File: src/rtl/epvl_xmtr.sv
// epvl_xmtr: backplane packet transmitter with length cap and inter-packet gap.
// Define EPVL_TX_STATS_EN to build the packet/word statistics counters.
module epvl_xmtr #(
    parameter int DATA_W     = 32,
    parameter int MAX_WORDS  = 256,
    parameter int GAP_CYCLES = 2
) (
    input  logic              clk,
    input  logic              reset,
    input  logic              in_valid,
    output logic              in_ready,
    input  logic [DATA_W-1:0] in_data,
    input  logic              in_last,
    input  logic              bhold,
    output logic              bpvl,
    output logic              bdvl,
    output logic              bepvl,
    output logic [DATA_W-1:0] bdata,
    output logic              err_trunc,
    output logic [31:0]       pkt_count,
    output logic [31:0]       word_count
);
    localparam int LEN_W = $clog2(MAX_WORDS + 1);
    localparam int GAP_W = (GAP_CYCLES > 1) ? $clog2(GAP_CYCLES) : 1;
    localparam bit HAS_GAP = (GAP_CYCLES > 0);
    localparam logic [LEN_W-1:0] LEN_LAST = LEN_W'(MAX_WORDS - 1);
    localparam logic [GAP_W-1:0] GAP_LAST =
        GAP_W'((GAP_CYCLES > 0) ? GAP_CYCLES - 1 : 0);

    typedef enum logic [1:0] {
        IDLE,
        SEND,
        DROP,
        GAP
    } state_t;

    state_t state, state_nx;
    state_t after_end;

    logic [LEN_W-1:0]  len, len_nx;
    logic [GAP_W-1:0]  gcnt, gcnt_nx;
    logic              bpvl_nx, bdvl_nx, bepvl_nx, err_nx;
    logic [DATA_W-1:0] bdata_nx;
    logic              accept, at_max, end_word;

    assign in_ready = ((state == IDLE) || (state == SEND) || (state == DROP))
                      && !bhold && !reset;
    assign accept    = in_valid && in_ready;
    assign at_max    = (len == LEN_LAST);
    assign end_word  = in_last || at_max;
    assign after_end = HAS_GAP ? GAP : IDLE;

    always_comb begin
        state_nx = state;
        len_nx   = len;
        gcnt_nx  = gcnt;
        bpvl_nx  = 1'b1;
        bdvl_nx  = 1'b1;
        bepvl_nx = 1'b0;
        err_nx   = 1'b0;
        bdata_nx = bdata;
        unique case (state)
            IDLE, SEND: begin
                if (accept) begin
                    bpvl_nx  = 1'b0;
                    bdvl_nx  = 1'b0;
                    bdata_nx = in_data;
                    if (end_word) begin
                        // Hitting the cap without in_last still closes the packet.
                        bepvl_nx = 1'b1;
                        err_nx   = !in_last;
                        len_nx   = '0;
                        gcnt_nx  = '0;
                        state_nx = in_last ? after_end : DROP;
                    end else begin
                        len_nx   = len + LEN_W'(1);
                        state_nx = SEND;
                    end
                end else if (state == SEND) begin
                    bpvl_nx = 1'b0;
                end
            end
            DROP: begin
                if (accept && in_last) begin
                    gcnt_nx  = '0;
                    state_nx = after_end;
                end
            end
            GAP: begin
                if (gcnt == GAP_LAST) begin
                    state_nx = IDLE;
                end else begin
                    gcnt_nx = gcnt + GAP_W'(1);
                end
            end
            default: state_nx = IDLE;
        endcase
    end

    always_ff @(posedge clk) begin
        if (reset) begin
            state     <= IDLE;
            len       <= '0;
            gcnt      <= '0;
            bpvl      <= 1'b1;
            bdvl      <= 1'b1;
            bepvl     <= 1'b0;
            err_trunc <= 1'b0;
            bdata     <= '0;
        end else begin
            state     <= state_nx;
            len       <= len_nx;
            gcnt      <= gcnt_nx;
            bpvl      <= bpvl_nx;
            bdvl      <= bdvl_nx;
            bepvl     <= bepvl_nx;
            err_trunc <= err_nx;
            bdata     <= bdata_nx;
        end
    end

`ifdef EPVL_TX_STATS_EN
    logic [31:0] pkt_q, word_q;

    always_ff @(posedge clk) begin
        if (reset) begin
            pkt_q  <= '0;
            word_q <= '0;
        end else begin
            if (bepvl) begin
                pkt_q <= pkt_q + 32'd1;
            end
            if (!bdvl) begin
                word_q <= word_q + 32'd1;
            end
        end
    end

    assign pkt_count  = pkt_q;
    assign word_count = word_q;
`else
    assign pkt_count  = '0;
    assign word_count = '0;
`endif

endmodule
File: config.mk
export PLATFORM = sky130hd
export DESIGN_NAME = epvl_xmtr
export DESIGN_NICKNAME = d
export VERILOG_FILES = /design/src/rtl/epvl_xmtr.sv
export SDC_FILE = /design/constraint.sdc
export NUM_CORES = 1
export LEC_CHECK = 0
export ABC_CLOCK_PERIOD_IN_PS = 1970
export CELL_PAD_IN_SITES_DETAIL_PLACEMENT = 1
export CELL_PAD_IN_SITES_GLOBAL_PLACEMENT = 1
export CORE_MARGIN = 2
export CORE_UTILIZATION = 25
export CTS_BUF_LIST = sky130_fd_sc_hd__clkbuf_8 sky130_fd_sc_hd__clkbuf_16
export CTS_CLUSTER_SIZE = 30
export DETAILED_ROUTE_END_ITERATION = 8
export PLACE_DENSITY = 0.83
export SLEW_MARGIN = 10
export SYNTH_ARGS = -nofsm -noshare
export SYNTH_HDL_FRONTEND = slang
export SYNTH_SLANG_ARGS = --single-unit
File: constraint.sdc
create_clock -name clk -period 1.97 [get_ports clk]
set_input_delay 0.2955 -clock clk [delete_from_list [all_inputs] [get_ports clk]]
set_output_delay 0.2955 -clock clk [all_outputs]
set_load 0.1 [all_outputs]
==> results of run 1 <==
-- worst min-delay path: cells and delay by family, from the launching register on --
family          cells  cell delay [ps]
flops               1              320
simple gates        1               50
compound gates      1               50
-- sequential cells by signal (all words and copies together), names as in the netlist --
register / cells
bdata: 32
bdvl: 1
bepvl: 1
state: 2
gcnt: 1
len: 9
bpvl: 1
err_trunc: 1
-- final timing paths --
| kind | to | cells past startpoint | from | slack (ps) |
|---|---|---|---|---|
| worst max-delay path | gcnt | 8 | len[1] | 230 |
| worst min-delay path | bdata[17] | 2 | bdata[17] | 460 |
| worst max register to register | gcnt | 8 | len[1] | 230 |
| worst min register to register | bdata[17] | 2 | bdata[17] | 460 |
-- routing by layer --
metal	share of wire	GRT usage	up-vias	routed length, um
met5	0	0	-	0
met4	0.0083	0.0390	0	47
met3	0.049	0.0239	2	277
met2	0.54	0.211	65	3060
met1	0.40	0.123	917	2250
li1	-	-	951	-
-- kinds of logic after synthesis --
logic type,after synthesis,synth area share
AO/OA/AOI/OAI,53,0.124
XOR/XNOR,1,0.00382
adder cells (fa/ha/maj),2,0.0109
buffers and inverters,82,0.240
flip-flops,48,0.419
multiplexers,1,0.00437
other,1,0.00164
AND/OR/NAND/NOR,100,0.196
-- layout make-up --
| cell class | instances | area, um2 |
|---|---|---|
| Clock buffer | 7 | 96.3 |
| Clock inverter | 1 | 30.0 |
| Fill cell | 1089 | 5830 |
| Inverter | 4 | 15.0 |
| Multi-Input combinational cell | 221 | 1030 |
| Sequential cell | 48 | 962 |
| Tap cell | 108 | 135 |
| Timing Repair Buffer | 81 | 706 |
-- power breakdown --
part | internal (uW) | switching (uW) | total (uW)
registers | 999 | 20.9 | 1020
logic | 133 | 805 | 938
clock network | 448 | 332 | 780
-- per-stage QoR --
stage / setup slack (ps) / area (um2) / utilization / cells
after global placement: 80.1 / 2850 / 0.323 / 462
after global routing: 27.2 / 2970 / 0.338 / 470
after detailed placement: 26.5 / 2850 / 0.323 / 462
after floorplan: 136 / 2540 / - / 351
after CTS: 149 / 2970 / 0.338 / 470
final: 233 / 2970 / 0.338 / 470
-- Yosys cell counts --
| library cell | count |
|---|---|
| a211oi_1 | 1 |
| a21oi_1 | 40 |
| a2bb2oi_1 | 1 |
| and4b_1 | 1 |
| buf_1 | 2 |
| buf_2 | 2 |
| buf_4 | 64 |
| clkbuf_1 | 10 |
| conb_1 | 1 |
| dfxtp_1 | 48 |
| ha_1 | 2 |
| inv_1 | 3 |
| inv_2 | 1 |
| mux2i_1 | 1 |
| nand2_1 | 70 |
| nand2b_1 | 1 |
| nand3_1 | 6 |
| nand3b_1 | 1 |
| nand4_1 | 1 |
| nor2_1 | 8 |
| nor2b_1 | 3 |
| nor3_1 | 1 |
| nor4_1 | 1 |
| nor4b_4 | 1 |
| o21ai_0 | 6 |
| o21bai_1 | 2 |
| o31ai_1 | 3 |
| or3_1 | 3 |
| or3b_2 | 1 |
| or4_1 | 2 |
| xnor2_1 | 1 |
==> results.txt, run 1 <==
* Status: complete, no violations
- Synthesis produced 288 cells.
- The min-delay analysis places its worst path in the category reg2reg.
- The H-tree generated during clock tree synthesis spans 2 levels.
- Summed over all layers, the global routing overflow is 0.
- ANT cells: 0
* Clock edge transition at the registers on the reported setup and hold paths: 90 ps
- Of the post-synthesis cell area, the dominant cell type holds 0.419.
- Data required time of the worst path: 2150 ps
* Overall via count from detail_route: 1935
- Maximum clock rate: 576 MHz
* Total core area: 8810 um2
- Chip width: 99.8 um
- The floorplan has 34 rows.
- Per-instance average area after synthesis: 7.96 um2
- The library cell used most frequently in the layout, excluding fill and tap cells, is nand2_1.
* Top cell type by total area after synthesis: dfxtp_1
- Pin count of the biggest net entering global routing: 36
- Element type at the critical path start: flop
- Type of the worst setup path: reg2reg
- The worst-case IR drop observed on VDD is 0.000433 V.
- Clk Latency, worst-skew pair: approximately 300 ps
* DP Wirelength: 4.30 mm
* Most frequent cells in the layout: nand2_1, conb_1, dfxtp_1, buf_4, a21oi_1
* Proportion of synthesized chip area in sequential cells: 0.419
- Final setup skew: 4.72 ps
- Counting every sink on the clock net gives 48.
- Buffers added to address setup during post-CTS repair amount to 0.
* Share of the clock period used by the worst path: 0.882
* Final Net Count: 400
- PnR Total Power: 2740 uW
- Dividing the detail-routed via count by the number of cells gives roughly 4.
- FF+latch count, synth: between 40 and 50
- In this run, the number of DRC markers left after iteration 0 of detailed routing was 20.
* Final routed wire length divided by cell count: between 10 and 15 um
- In the post-synthesis netlist, the biggest area contributors are dfxtp_1, buf_4, nand2_1.
- Aggregate global-route resource usage: 0.112
- Clock period minus final worst setup slack: 1740 ps
- RSZ-0062 raised after global routing: false
* Combined buffer and inverter count along the critical path: 1
- In this run the vertical extent of the chip is 99.8 um.
- Fraction of final layout cells with drive strength greater than 1: 0.163
* Clock root cell: clkbuf_8
* Deepest clock path buffer count: 2
* Number of hold buffers added after CTS: 0
* Total number of yosys warnings: 0
- The congestion estimate from routability-driven global placement came to 0.712.
- The max-slew violation count is 0.
* Cell with the largest stage delay on the worst path: dfxtp_1
- The cell family contributing the most delay on the critical path is adder cells.
* Post-Route Hold Slack: 460 ps
- The number of hold-slack violations in the final timing report came to 0.
- STA classifies the critical path endpoint as a flop.
* First-pass GRT wire length: 8.94 mm
- Final-layout setup total negative slack: 0 ps
- Setup violations remaining at the end of the flow were counted as 0.
- The initial antenna violation count was 0.
- In this run the remaining antenna-violating nets after routing total 0.
- Pre-Repair DR Iteration Count: 3
- Endpoint arrival time on the critical path: 1920 ps
- In this run the tool buffered the top-level ports with 73 buffer cells.
* Worst-path fanout max: 5
- CTS tree: done
- The die covers 9950 um2.
* Static leakage: approximately 0.0012 uW
- Worst-path cell chain: ha_1 -> nand2_1 -> nor3_1 -> ha_1 -> nor2_1 -> buf_4 -> o31ai_1 -> a21oi_1
- The initial utilization of the core area, before any placement, comes to 0.260.
- After detailed routing, the total wire length is approximately 5.6 mm.
- The synthesized netlist occupies a cell area of 2290 um2.
- Area delta synth->final: 29.7%
- Power density over the cells: 920 nW/um2
* Number of global-route vias before repair: 1915
* Cts bufs inserted: 5
- The tool flagged a number of max-cap violations equal to 0.
- ~140 I/O pins were placed.
- Counting stages on the worst path, the most repeated cell is ha_1.
- Number of distinct library cells after synthesis: 31
- DRC viols: 0
* Number of instances resized during post-cts repair: 0
* Crit-path max cell delay: 390 ps
Note: power is estimated with default switching activity, not from simulation.
==> run 2: changes to the inputs <==
==> constraint.sdc (replaced) <==
create_clock -name clk -period 1.97 [get_ports clk]
set_input_delay 0.394 -clock clk [delete_from_list [all_inputs] [get_ports clk]]
set_output_delay 0.394 -clock clk [all_outputs]
set_load 0.1 [all_outputs]
==> results.txt, run 2 (synthesis gave the netlist of run 1 again) <==
- The starting density of the core was 0.260 (unchanged).
* Cts bufs inserted: 5 (unchanged)
* Number of global-route vias before repair: 1900 (-0.78%)
* Final setup skew: 4.99 ps (+0.269 ps)
- The worst setup path is of the in2reg kind.
* Clock edge transition at the registers on the reported setup and hold paths: 90 ps (about the same)
- ANT cells: 0 (unchanged)
* H-Tree Level Count: 2 (unchanged)
* Post-route antenna net violation count: 0 (unchanged)
- The count of non-filler cells in the finished layout is 468 (-0.43%).
* Status: complete, no violations
* Overall overflow remaining after global route: 0 (unchanged)
- The initial DRC count was 37 (+85%).
- Share of power burned in the clock network: 0.236 (-0.049)
- The pin count of the biggest net entering global routing was 40 (+11%).
* Type of the tightest min-delay check: in2reg
- The share of post-route cells with drive strength above 1 was 0.156 (-0.00743).
- The number of sinks handled by clock tree synthesis was 48 (unchanged).
- The number of hold-slack violations in the final timing report was 0 (unchanged).
* Total setup buffers inserted after CTS: 0 (unchanged)
- The area of the die came to 9950 um2 (unchanged).
- The placed instance count came to 460 (-0.43%).
- The met3 wire length is 305 um (+10%).
* First-pass GRT wire length: 8.78 mm (-1.8%)
- The minimum hold slack came to 391 ps (-68.9 ps).
- The maximum net fanout on the critical path is 13 (+8).
- Most frequent cells in the layout: nand2_1, conb_1, dfxtp_1, buf_4, a21oi_1
* CTS tree: done
- Maximum clock rate: 540 MHz (-6.1%)
- Chip width: 99.8 um (unchanged)
* Initial antenna violation count: 0 (unchanged)
- Data required time of the worst path: 2200 ps (+50 ps)
* Type of destination of the critical path: flop
- Setup repair after global routing left no endpoint under its margin.
- The power per cell area came to 874 nW/um2 (-5.0%).
- The library cell used most frequently in the layout, excluding fill and tap cells, is nand2_1.
- The part of the power in registers was 0.399 (+0.027).
- The max-slew violation count came to 0 (unchanged).
* Total core area: 8810 um2 (unchanged)
- The slack of the critical path came to 119 ps (-114 ps).
- Static leakage: 0.00120 uW (-1.9%)
- The clock insertion delay at the later pin of the skew report is 290 ps (about the same).
- The number of buffers between clock root and the deepest sink came to 2 (unchanged).
- Element type at the critical path start: input pin
- In this run the critical register-to-register path is launched from len[2].
- Final setup violating endpoints: 0 (unchanged)
- The post-layout minimum cycle time was 1850 ps (+114 ps).
- DRC viols: 0 (unchanged)
- The register area is 961 um2 (-0.13%).
- The max-capacitance violation count was 0 (unchanged).
- Final Net Count: 398 (-0.50%)
- More flip-flops sit in one register than any other, and that register is bdata.
- The internal reg-to-reg setup slack was 280 ps (+50 ps).
- Final estimated routing congestion in global placement: 0.753 (+5.8%)
- The row count came to 34 (unchanged).
* Overall via count from detail_route: 1933 (-0.10%)
- The placed wire-length estimate was 4.16 mm (-3.2%).
- The tree is rooted in a clkbuf_8.
- Met1 WL: 2.14 mm (-4.9%)
- The logic gate share of total power came to 0.365 (+0.022).
- Area delta synth->final: 27.6%
* Worst hold path startpoint: reset
- Die span in y: 99.8 um (unchanged)
* Routed via count divided by cell count: 4.13 (+0.32%)
- The part of the cycle the worst path needs was 0.939 (+0.0577).
- The overall track demand over capacity in global routing was 0.109 (-0.00339).
* Met2 Wirelength: 3.01 mm (-1.6%)
* Switching power share of the total: 0.448 (+0.0256)
- Total of fill cells in the finished design: 1064 (-2.3%)
* PnR Total Power: 2560 uW (-6.6%)
- Net switching power: 1150 uW (-0.99%)
- The post-cts gate resize count is 0 (unchanged).
- The post-detailed-route wirelength per cell came to 11.7 um (-2.3%).
- The worst setup slack after placement was -191 ps (-218 ps).
- The flip-flop count of the largest register after layout was 32 (unchanged).
* Routed wire length: 5.48 mm (-2.7%)
* Multi-input logic area: 1030 um2 (unchanged)
* # IOs: 138 (unchanged)
* Number of hold buffers added after CTS: 0 (unchanged)
- Pre-Repair DR Iteration Count: 3 (unchanged)
* Max layer used: met4
- Crit. Startpoint: bhold
* Internal power summed over all cells: 1410 uW (-11%)
- The maximum ir drop on the vdd rail is 0.000314 V (-28%).
* Total of buffers placed on input and output ports: 73 (unchanged)
- The largest registers in the layout are bdata (32), len (9), state (2).
- The endpoint arrival time on the critical path came to 2080 ps (+160 ps).
## run 2: changes by cell type in the layout (fill, tap and decap cells not counted), sizes merged
cell / previous run / this run
clkinv: 0 / 2
buf: 46 / 44
bufinv: 1 / 0
clkbuf: 7 / 6
## run 2: area by class of cell
cell class                      instances  share of cell area
Tap cell                              108              0.0462
Clock inverter                          2             0.00342
Multi-Input combinational cell        221               0.352
Timing Repair Buffer                   79               0.236
Inverter                                4             0.00513
Clock buffer                            6              0.0282
Sequential cell                        48               0.329
## run 2: routing by layer
layer | global-route usage | vias up
met5 | 0 | -
met4 | 0.0285 | 0
met3 | 0.0309 | 2
met2 | 0.211 | 64
met1 | 0.113 | 923
li1 | - | 944
## run 2: stage by stage
stage / TNS [ps] / cell area (um2) / util
floorplan: 0 / 2550 / -
global placement: -477 / 2830 / 0.322
detailed placement: -3510 / 2830 / 0.322
CTS: 0 / 2920 / 0.332
global route: 0 / 2920 / 0.332
finish: 0 / 2920 / 0.332
## run 2: power groups by stage
stage,clock network (uW),registers (uW),logic [uW]
finish,603,1020,934
global route,681,1020,962
CTS,638,1020,935
detailed placement,0,1040,934
global placement,0,1040,928
floorplan,0,1210,717
## run 2: final timing paths
check,endpoint,depth (start not counted)
setup / recovery,len[5],5
hold / removal,gcnt,2
setup reg to reg,len[7],7
hold reg to reg,bdata[1],2
## run 2: worst max-delay path: stages
cell	delay, ps
clkdlybuf4s50_1	550
nor4b_4	360
inv_2	150
or4_1	480
a21oi_1	140
==> run 3: changes to the inputs <==
- ABC_CLOCK_PERIOD_IN_PS: 1970 -> not set
==> results of run 3 <==
The final DEF is identical to that of run 2; final timing and power are the same.
